`src/rtl/ex_muldiv_unit.sv`:
```
// Iterative MULT/MULTU/DIV/DIVU unit for the EX stage: shift-add multiply, restoring divide, HI/LO result.
// Optional MULDIV_EARLY_OUT_EN: multiply leaves CALC once the remaining multiplier bits are all zero.
module ex_muldiv_unit #(
  parameter int WIDTH = 32
) (
  input  logic             clk_i,
  input  logic             rst_n_i,
  input  logic             start_i,
  input  logic [1:0]       op_i,
  input  logic [WIDTH-1:0] rs_data_i,
  input  logic [WIDTH-1:0] rt_data_i,
  input  logic             flush_i,
  output logic             busy_o,
  output logic             stall_o,
  output logic             done_o,
  output logic [WIDTH-1:0] hi_o,
  output logic [WIDTH-1:0] lo_o,
  output logic             div_by_zero_o
);

  localparam int CW = $clog2(WIDTH + 1);

  typedef enum logic [1:0] {IDLE, CALC, FIX, DONE} state_t;

  state_t             state;
  logic               is_div, neg_res, neg_rem, dbz;
  logic [CW-1:0]      counter;
  logic [2*WIDTH-1:0] acc;   // MUL: running product; DIV: {remainder, quotient/dividend}
  logic [2*WIDTH-1:0] opb;   // MUL: shifted multiplicand; DIV: divisor in low half
  logic [WIDTH-1:0]   mpl;

  logic               accept, op_div, op_signed, rs_neg, rt_neg, rt_zero;
  logic               skip_calc, calc_last;
  logic [WIDTH-1:0]   rs_mag, rt_mag, quo_fix, rem_fix;
  logic [WIDTH:0]     trial;
  logic [2*WIDTH-1:0] prod_fix;

  assign op_div    = op_i[1];
  assign op_signed = op_i[0];
  assign rs_neg    = op_signed && rs_data_i[WIDTH-1];
  assign rt_neg    = op_signed && rt_data_i[WIDTH-1];
  assign rs_mag    = rs_neg ? -rs_data_i : rs_data_i;
  assign rt_mag    = rt_neg ? -rt_data_i : rt_data_i;
  assign rt_zero   = (rt_data_i == '0);

  assign accept  = (state == IDLE || state == DONE) && start_i && !flush_i;
  assign stall_o = accept || state == CALC || state == FIX;
  assign busy_o  = (state != IDLE);

  // Restoring step: shift the next dividend bit into the remainder and try the subtract.
  assign trial    = acc[2*WIDTH-1:WIDTH-1] - {1'b0, opb[WIDTH-1:0]};
  assign prod_fix = neg_res ? -acc : acc;
  assign quo_fix  = neg_res ? -acc[WIDTH-1:0] : acc[WIDTH-1:0];
  assign rem_fix  = neg_rem ? -acc[2*WIDTH-1:WIDTH] : acc[2*WIDTH-1:WIDTH];

`ifdef MULDIV_EARLY_OUT_EN
  assign skip_calc = op_div ? rt_zero : (rt_mag == '0);
  assign calc_last = is_div ? (counter == CW'(1)) : (mpl[WIDTH-1:1] == '0);
`else
  assign skip_calc = op_div && rt_zero;
  assign calc_last = (counter == CW'(1));
`endif

  // NOTE: every register here, datapath included, uses non-blocking assignment and
  // takes the async reset, so the outputs and the FSM are defined without a clock edge.
  always_ff @(posedge clk_i or negedge rst_n_i) begin
    if (!rst_n_i) begin
      state         <= IDLE;
      is_div        <= 1'b0;
      neg_res       <= 1'b0;
      neg_rem       <= 1'b0;
      dbz           <= 1'b0;
      counter       <= '0;
      acc           <= '0;
      opb           <= '0;
      mpl           <= '0;
      hi_o          <= '0;
      lo_o          <= '0;
      done_o        <= 1'b0;
      div_by_zero_o <= 1'b0;
    end else if (flush_i) begin
      state         <= IDLE;
      done_o        <= 1'b0;
      div_by_zero_o <= 1'b0;
    end else begin
      done_o        <= 1'b0;
      div_by_zero_o <= 1'b0;
      case (state)
        IDLE, DONE: begin
          state <= IDLE;
          if (start_i) begin
            is_div  <= op_div;
            counter <= CW'(WIDTH);
            neg_res <= rs_neg ^ rt_neg;
            neg_rem <= op_div && rs_neg;
            dbz     <= op_div && rt_zero;
            mpl     <= rt_mag;
            if (op_div && rt_zero) begin
              acc <= {rs_data_i, {WIDTH{1'b1}}};
            end else if (op_div) begin
              acc <= {{WIDTH{1'b0}}, rs_mag};
              opb <= {{WIDTH{1'b0}}, rt_mag};
            end else begin
              acc <= '0;
              opb <= {{WIDTH{1'b0}}, rs_mag};
            end
            state <= skip_calc ? FIX : CALC;
          end
        end
        CALC: begin
          counter <= counter - 1'b1;
          if (is_div) begin
            if (!trial[WIDTH]) acc <= {trial[WIDTH-1:0], acc[WIDTH-2:0], 1'b1};
            else               acc <= {acc[2*WIDTH-2:0], 1'b0};
          end else begin
            if (mpl[0]) acc <= acc + opb;
            opb <= opb << 1;
            mpl <= mpl >> 1;
          end
          if (calc_last) state <= FIX;
        end
        FIX: begin
          if (dbz) begin
            {hi_o, lo_o} <= acc;
          end else if (is_div) begin
            hi_o <= rem_fix;
            lo_o <= quo_fix;
          end else begin
            {hi_o, lo_o} <= prod_fix;
          end
          done_o        <= 1'b1;
          div_by_zero_o <= dbz;
          state         <= DONE;
        end
        default: state <= IDLE;
      endcase
    end
  end

endmodule
```
`config.mk`:
```
export PLATFORM = sky130hd
export DESIGN_NAME = ex_muldiv_unit
export DESIGN_NICKNAME = d
export VERILOG_FILES = /design/src/rtl/ex_muldiv_unit.sv
export SDC_FILE = /design/constraint.sdc
export NUM_CORES = 1
export LEC_CHECK = 0
export BUFFER_PORTS_ARGS = -buffer_cell sky130_fd_sc_hd__buf_2
export CORE_UTILIZATION = 60
export CTS_CLUSTER_DIAMETER = 40
export DETAILED_ROUTE_END_ITERATION = 8
export PLACE_DENSITY = 0.79
export SYNTH_ARGS = -nofsm -noshare
export SYNTH_HDL_FRONTEND = slang
export SYNTH_SLANG_ARGS = --single-unit
```
`constraint.sdc`:
```
create_clock -name clk_i -period 3.8 [get_ports clk_i]
set_input_delay 0.57 -clock clk_i [delete_from_list [all_inputs] [get_ports clk_i]]
set_output_delay 0.57 -clock clk_i [all_outputs]
set_load 0.03 [all_outputs]
```
==> run summary, run 1 <==
final std cells w/o fill: 3204
GP Congestion: 1.06
critical path's largest stage delay: 590 ps
starting density of the core: 61.4%
unrepaired setup endpoints after global routing: false
largest area contributor in the netlist: dfrtp_1
first-pass GRT wire length: 113000 um
critical path class: reg -> reg
hold crit path type: in -> async
nets@finish: 2904
main flop type after synthesis: dfrtp_1
Syn Area/Cell: 7.78 um2
synth cell count leaders: nand2_1, o21ai_0, a21oi_1, dfrtp_1, nor2_1
fin area: 0.0231 mm2
clock sinks: 238
sequential cell area: 0.00596 mm2
YS warnings: 0
power per cell area: 932 mW/mm2
mux cell area share after synthesis: 2.74%
die height: 185 um
Clk pwr share: 17.4%
post-route ant nets: 0
vias: 21188
DP Wirelength: 57500 um
Root Driver: clkbuf_16
area of the core: 0.0328 mm2
H-tree depth: 2
leakage: 10.6 nW
WHS: 104 ps
#FFs+latches synth: 238
Filler Cell Count: 2635
CP max FO: 7
vias in the first global route: 19496
crit path capture type: flip-flop
number of top-level pins: 138
die area: 0.0343 mm2
period utilization: 95.8%
wire length per cell: 23.6 um
Worst Max-Slew Pin Slew: 1100 ps
FP Rows: 66
final hold violations: 0
Max Clock Freq: 275 MHz
Synth Instances: 2586
largest net degree at the start of global routing: 113
largest family of logic cells by synthesized area: compound AO/OA/AOI/OAI gates
Pre-antenna DRT Iters: 6
crit path launch type: flip-flop
cts bufs inserted: 41
placed insts: 3125
Multi-input gate area: 0.0132 mm2
Post-Synth Adder-Cell Area: 6.67%
IO buf count: 137
post-place instance area: 0.0216 mm2
Slew HR: 26.2%
Power Total: 21.5 mW
max-cap viol count: 0
Comb pwr share: 62.6%
Reg clk slew, reported paths: 60 ps
Net Sw Power: 10.9 mW
Synth top area share: 29.6%
min Tclk post-route: 3640 ps
Syn-to-layout area delta: 14.9%
die width: 185 um
CP top delay family: compound AO/OA/AOI/OAI gates
1st-iter DRT viols: 2323
DR vias/cell: 6.61
clock skew: 27.1 ps
Syn Nets: 2762
drt drc: 0
count of cell types in the netlist: 98
Synth async-reset ratio: 100%
slowest CP cell: a2111oi_0
WP data required: 4280 ps
post-synthesis sequential area ratio: 29.6%
CP arrival: 4120 ps
post-synthesis xor/xnor area fraction: 9.09%
status: finished, final reports clean
hold-fix buffers at CTS: 0
Total GRT Usage: 44.2%
clock buffer depth: 3
Switching Share: 50.4%
Max Slew Vio Count: 0
Synth Area in Compound Gates: 26.8%
critical-path cell list: ha_1 -> a21oi_1 -> o21ai_0 -> a22oi_1 -> a211oi_1 -> a211oi_2 -> o41a_1 -> a21oi_1 -> buf_4 -> a2111oi_0 -> nor3_1 -> o21ai_0
CTS tree: done
DRT Wirelength: 75500 um
GRT overflow: 0
VDD IR-drop max: 463 uV
EDFF count, synth: 0
internal power: 10.7 mW
Seq pwr share: 20.0%
simple-gate share of the synthesized area: 19.7%
clock latency on the worst-skew pair: 570 ps
initial antenna violation count: 0
Mapped Area: 0.0201 mm2
most frequent cell after synthesis: nand2_1
layout cells sized above 1: 15.1%
Synth area leaders: dfrtp_1, nand2_1, ha_1
CP bufs+invs: 1
final setup fails: 0
routing by layer:
metal	wire length (um)	track usage [%]
met3	9770	11.8
met2	31600	65.9
met5	0	0
met4	4500	24.6
met1	29700	57.8
worst paths after layout:
check | slack (ps) | cells after the start | from | endpoint
worst max-delay path | 160 | 12 | acc[18] | acc[63]
worst min-delay path | 100 | 1 | rst_n_i | lo_o[7]
worst max register to register | 160 | 12 | acc[18] | acc[63]
worst min register to register | 470 | 2 | hi_o[29] | hi_o[29]
max in group asynchronous | 2690 | 2 | rst_n_i | mpl[19]
min in group clk_i | 340 | 3 | start_i | state[1]
cells in the final DEF (no fill, tap or decap), types with 82 or more instances in the layout:
cell type and n:
nand2_1 411, o21ai_0 243, a21oi_1 240, dfrtp_1 237, nor2_1 215, buf_2 136, xnor2_1 122, buf_4 119
ha_1 103, xor2_1 85, inv_1 82
power by group through the flow:
stage               Sequential, mW  Combinational (mW)  Clock (mW)
finish                        4.31                13.5        3.75
global route                  4.40                14.5        3.88
CTS                           4.27                13.0        3.77
detailed placement            4.30                12.9           0
global placement              4.25                12.7           0
floorplan                     4.77                8.41           0
cell type report:
cell class              instances  share of cell area (%)
multi-input cells            2100                    57.0
flip-flops and latches        238                    25.8
repair buffers                263                    7.48
clock buffers                  49                    4.88
well taps                     442                    2.39
inverters                      84                    1.36
clock inverters                27                    1.12
diodes                          1                  0.0108
through the flow:
stage          worst slack (ps)  util [%]  setup TNS, ps
6_report                    159      70.5              0
5_1_grt                    3.73      70.5              0
4_1_cts                    93.1      70.4              0
3_5_place_dp              -20.1      66.0          -42.1
3_3_place_gp               41.3      66.0              0
2_1_floorplan               538         -              0
cells by family (layout without fill, tap and decap cells):
family                   count (synthesis)  after routing
other                                    0              1
AO/OA/AOI/OAI                          861            861
flip-flops                             238            238
AND/OR/NAND/NOR                        874            874
adder cells (fa/ha/maj)                106            106
XOR/XNOR                               208            208
buffers and inverters                  248            423
multiplexers                            51             51
registers in the layout, indices dropped and copies added (netlist names), 2 cells and up:
register,flops
acc,64
counter,6
hi_o,32
lo_o,32
mpl,32
opb,64
state,2
repair_timing:
| action | 4_1_cts | 5_1_grt |
|---|---|---|
| pin swaps | 0 | 0 |
| resized for setup | 0 | 6 |
| endpoints found under the setup margin | 4 | 18 |
| hold endpoints to repair | 0 | 0 |
| buffers inserted | 2 | 0 |
| cloned | 0 | 0 |
Power figures use the tool's default switching activity.
==> run 2: changes to the inputs <==
Settings changed: CORE_UTILIZATION 60 to 50, PLACE_DENSITY 0.79 to 0.68.
==> run 2 against run 1 <==
  * Clock skew shrank 7.6 ps
  * Die area grew 20%
  * Fmax grew 0.11%
  * Final cell count grew 3.4%
  * Total power grew 4.5%
  * Wire length grew 5.3%
  * Worst setup slack gained 4.0 ps
  * Largest cell class unchanged
==> run summary, run 2 (synthesis results as in run 1) <==
status: finished, final reports clean
number of top-level pins: 138 (unchanged)
Filler Cell Count: 3682 (+40%)
cts bufs inserted: 48 (+17%)
flop2flop setup slack: 160 ps (about the same)
die width: 203 um (+9.4%)
vias in the first global route: 19445 (-0.26%)
initial antenna violation count: 1 (+1)
post-layout util: 59.4% (-11 points)
WHS: 324 ps (+219 ps)
critical path class: reg -> reg
met3 wire len: 7820 um (-20%)
wire length per cell: 24.0 um (+1.8%)
Power Total: 22.5 mW (+4.5%)
CP arrival: 4080 ps (-40 ps)
H-tree depth: 2 (unchanged)
DP Wirelength: 61800 um (+7.4%)
DRT Wirelength: 79500 um (+5.3%)
GRT overflow: 0 (unchanged)
WHS Endpoint: state[0]
IO buf count: 137 (unchanged)
starting density of the core: 50.6% (-11 points)
CTS tree: done
Highest Signal Layer: met4
most common cell after layout, fill and taps aside: nand2_1
power per cell area: 954 mW/mm2 (+2.3%)
Pre-antenna DRT Iters: 6 (unchanged)
1st-iter DRT viols: 2195 (-5.5%)
r2r startpoint: opb[18]
depth of the worst hold-timing path: 2
# diodes: 0 (-1)
Slew HR: 32.2% (+5.9 points)
RR Endpoint: acc[53]
leakage: 10.8 nW (+2.3%)
die area: 0.0410 mm2 (+20%)
critical-path cell list: inv_1 -> ha_1 -> and2_2 -> a221o_1 -> a311oi_1 -> o21ai_1 -> buf_4 -> a221oi_4 -> o31ai_2 -> buf_4 -> xor2_4 -> buf_12 -> buf_12 -> mux2_4 -> a22oi_1 -> a31oi_1
Met1 Wirelength: 34200 um (+15%)
hold crit path type: in -> reg
fin area: 0.0236 mm2 (+2.2%)
crit path capture type: flip-flop
drt drc: 0 (unchanged)
WP data required: 4250 ps (-30 ps)
critical path's largest stage delay: 390 ps (-200 ps)
r2r worst-path depth: 16 (+4)
final std cells w/o fill: 3314 (+3.4%)
min Tclk post-route: 3640 ps (-3.96 ps)
Place WS: 21.6 ps (+41.7 ps)
CP top delay family: compound AO/OA/AOI/OAI gates
Reg clk slew, reported paths: 50 ps (about the same)
sequential cell area: 0.00596 mm2 (unchanged)
first-pass GRT wire length: 120000 um (+5.8%)
area of the core: 0.0397 mm2 (+21%)
clock buffer depth: 3 (unchanged)
layout cells sized above 1: 15.8% (+0.71 points)
clock latency on the worst-skew pair: 580 ps (about the same)
vias: 20823 (-1.7%)
worst hold path startpoint: flush_i
final hold violations: 0 (unchanged)
crit path launch type: flip-flop
VDD IR-drop max: 508 uV (+9.6%)
nets@finish: 2930 (+0.90%)
Regs by FF count: acc x64, opb x64
max-cap viol count: 0 (unchanged)
clock sinks: 238 (unchanged)
clock skew: 19.5 ps (-7.60 ps)
unrepaired setup endpoints after global routing: false
Root Driver: clkbuf_16
CP bufs+invs: 5 (+4)
CP startpoint: opb[18]
Max Slew Vio Count: 0 (unchanged)
WL met2: 33900 um (+7.2%)
Syn-to-layout area delta: 17.4%
Multi-input gate area: 0.0131 mm2 (-0.21%)
largest net degree at the start of global routing: 98 (-13%)
Max Clock Freq: 275 MHz (+0.11%)
DR vias/cell: 6.28 (-5.0%)
Total GRT Usage: 38.4% (-5.7 points)
CP max FO: 15 (+8)
Final Worst Setup Slack: 163 ps (+3.96 ps)
GP Congestion: 1.03 (-2.9%)
slowest CP cell: dfrtp_1
placed insts: 3225 (+3.2%)
post-route ant nets: 0 (unchanged)
final setup fails: 0 (unchanged)
Worst Max-Slew Pin Slew: 1010 ps (-88.5 ps)
period utilization: 95.7% (-0.10 points)
commonest non-fill, non-tap cells in the layout: nand2_1, o21ai_0, a21oi_1, dfrtp_1, nor2_1
FP Rows: 73 (+11%)
die height: 203 um (+9.4%)
post-place instance area: 0.0219 mm2 (+1.1%)
setup TNS: 0 ps (unchanged)
-- run 2: worst reg2reg max path: cells and delay by family (launching register included) --
kind	cells	cell delay, ps
mux	1	310
flops	1	390
xor+xnor	1	170
simple gates	1	240
buf+inv	5	780
compound gates	7	1330
fa+ha+maj	1	290
-- run 2: how the worst max path moves through the flow --
stage / to / slack [ps] / cells past startpoint
2_1_floorplan: acc[53] / 540 / 14
3_3_place_gp: acc[56] / 100 / 15
3_5_place_dp: acc[56] / 20 / 15
4_1_cts: acc[51] / 100 / 15
5_1_grt: acc[51] / 10 / 15
6_report: acc[53] / 160 / 16
-- run 2: metal layers --
metal | track usage, % | vias up
met5 | 0 | -
met3 | 6.82 | 200
met2 | 57.6 | 1162
li1 | - | 9606
met4 | 16.6 | 0
met1 | 54.2 | 9855
-- run 2: timing repair --
item,4_1_cts,5_1_grt
setup buffers,1,2
gates resized for setup,0,2
pin swaps,0,2
endpoints found under the setup margin,1,10
endpoints found under the hold margin,31,0
hold buffers,1,0
-- run 2: layout make-up --
cell class                 count  area share (%)
multi-input combinational   2100            55.6
sequential                   238            25.2
timing repair buffer         282            7.94
clock buffer                  54            5.36
tap                          525            2.78
clock inverter                31            1.73
inverter                      84            1.34
-- run 2: where the power goes --
group | internal, mW | switching (mW) | leakage (nW)
logic | 5.01 | 8.77 | 6.98
registers | 3.48 | 0.811 | 3.01
clock network | 2.94 | 1.51 | 0.818
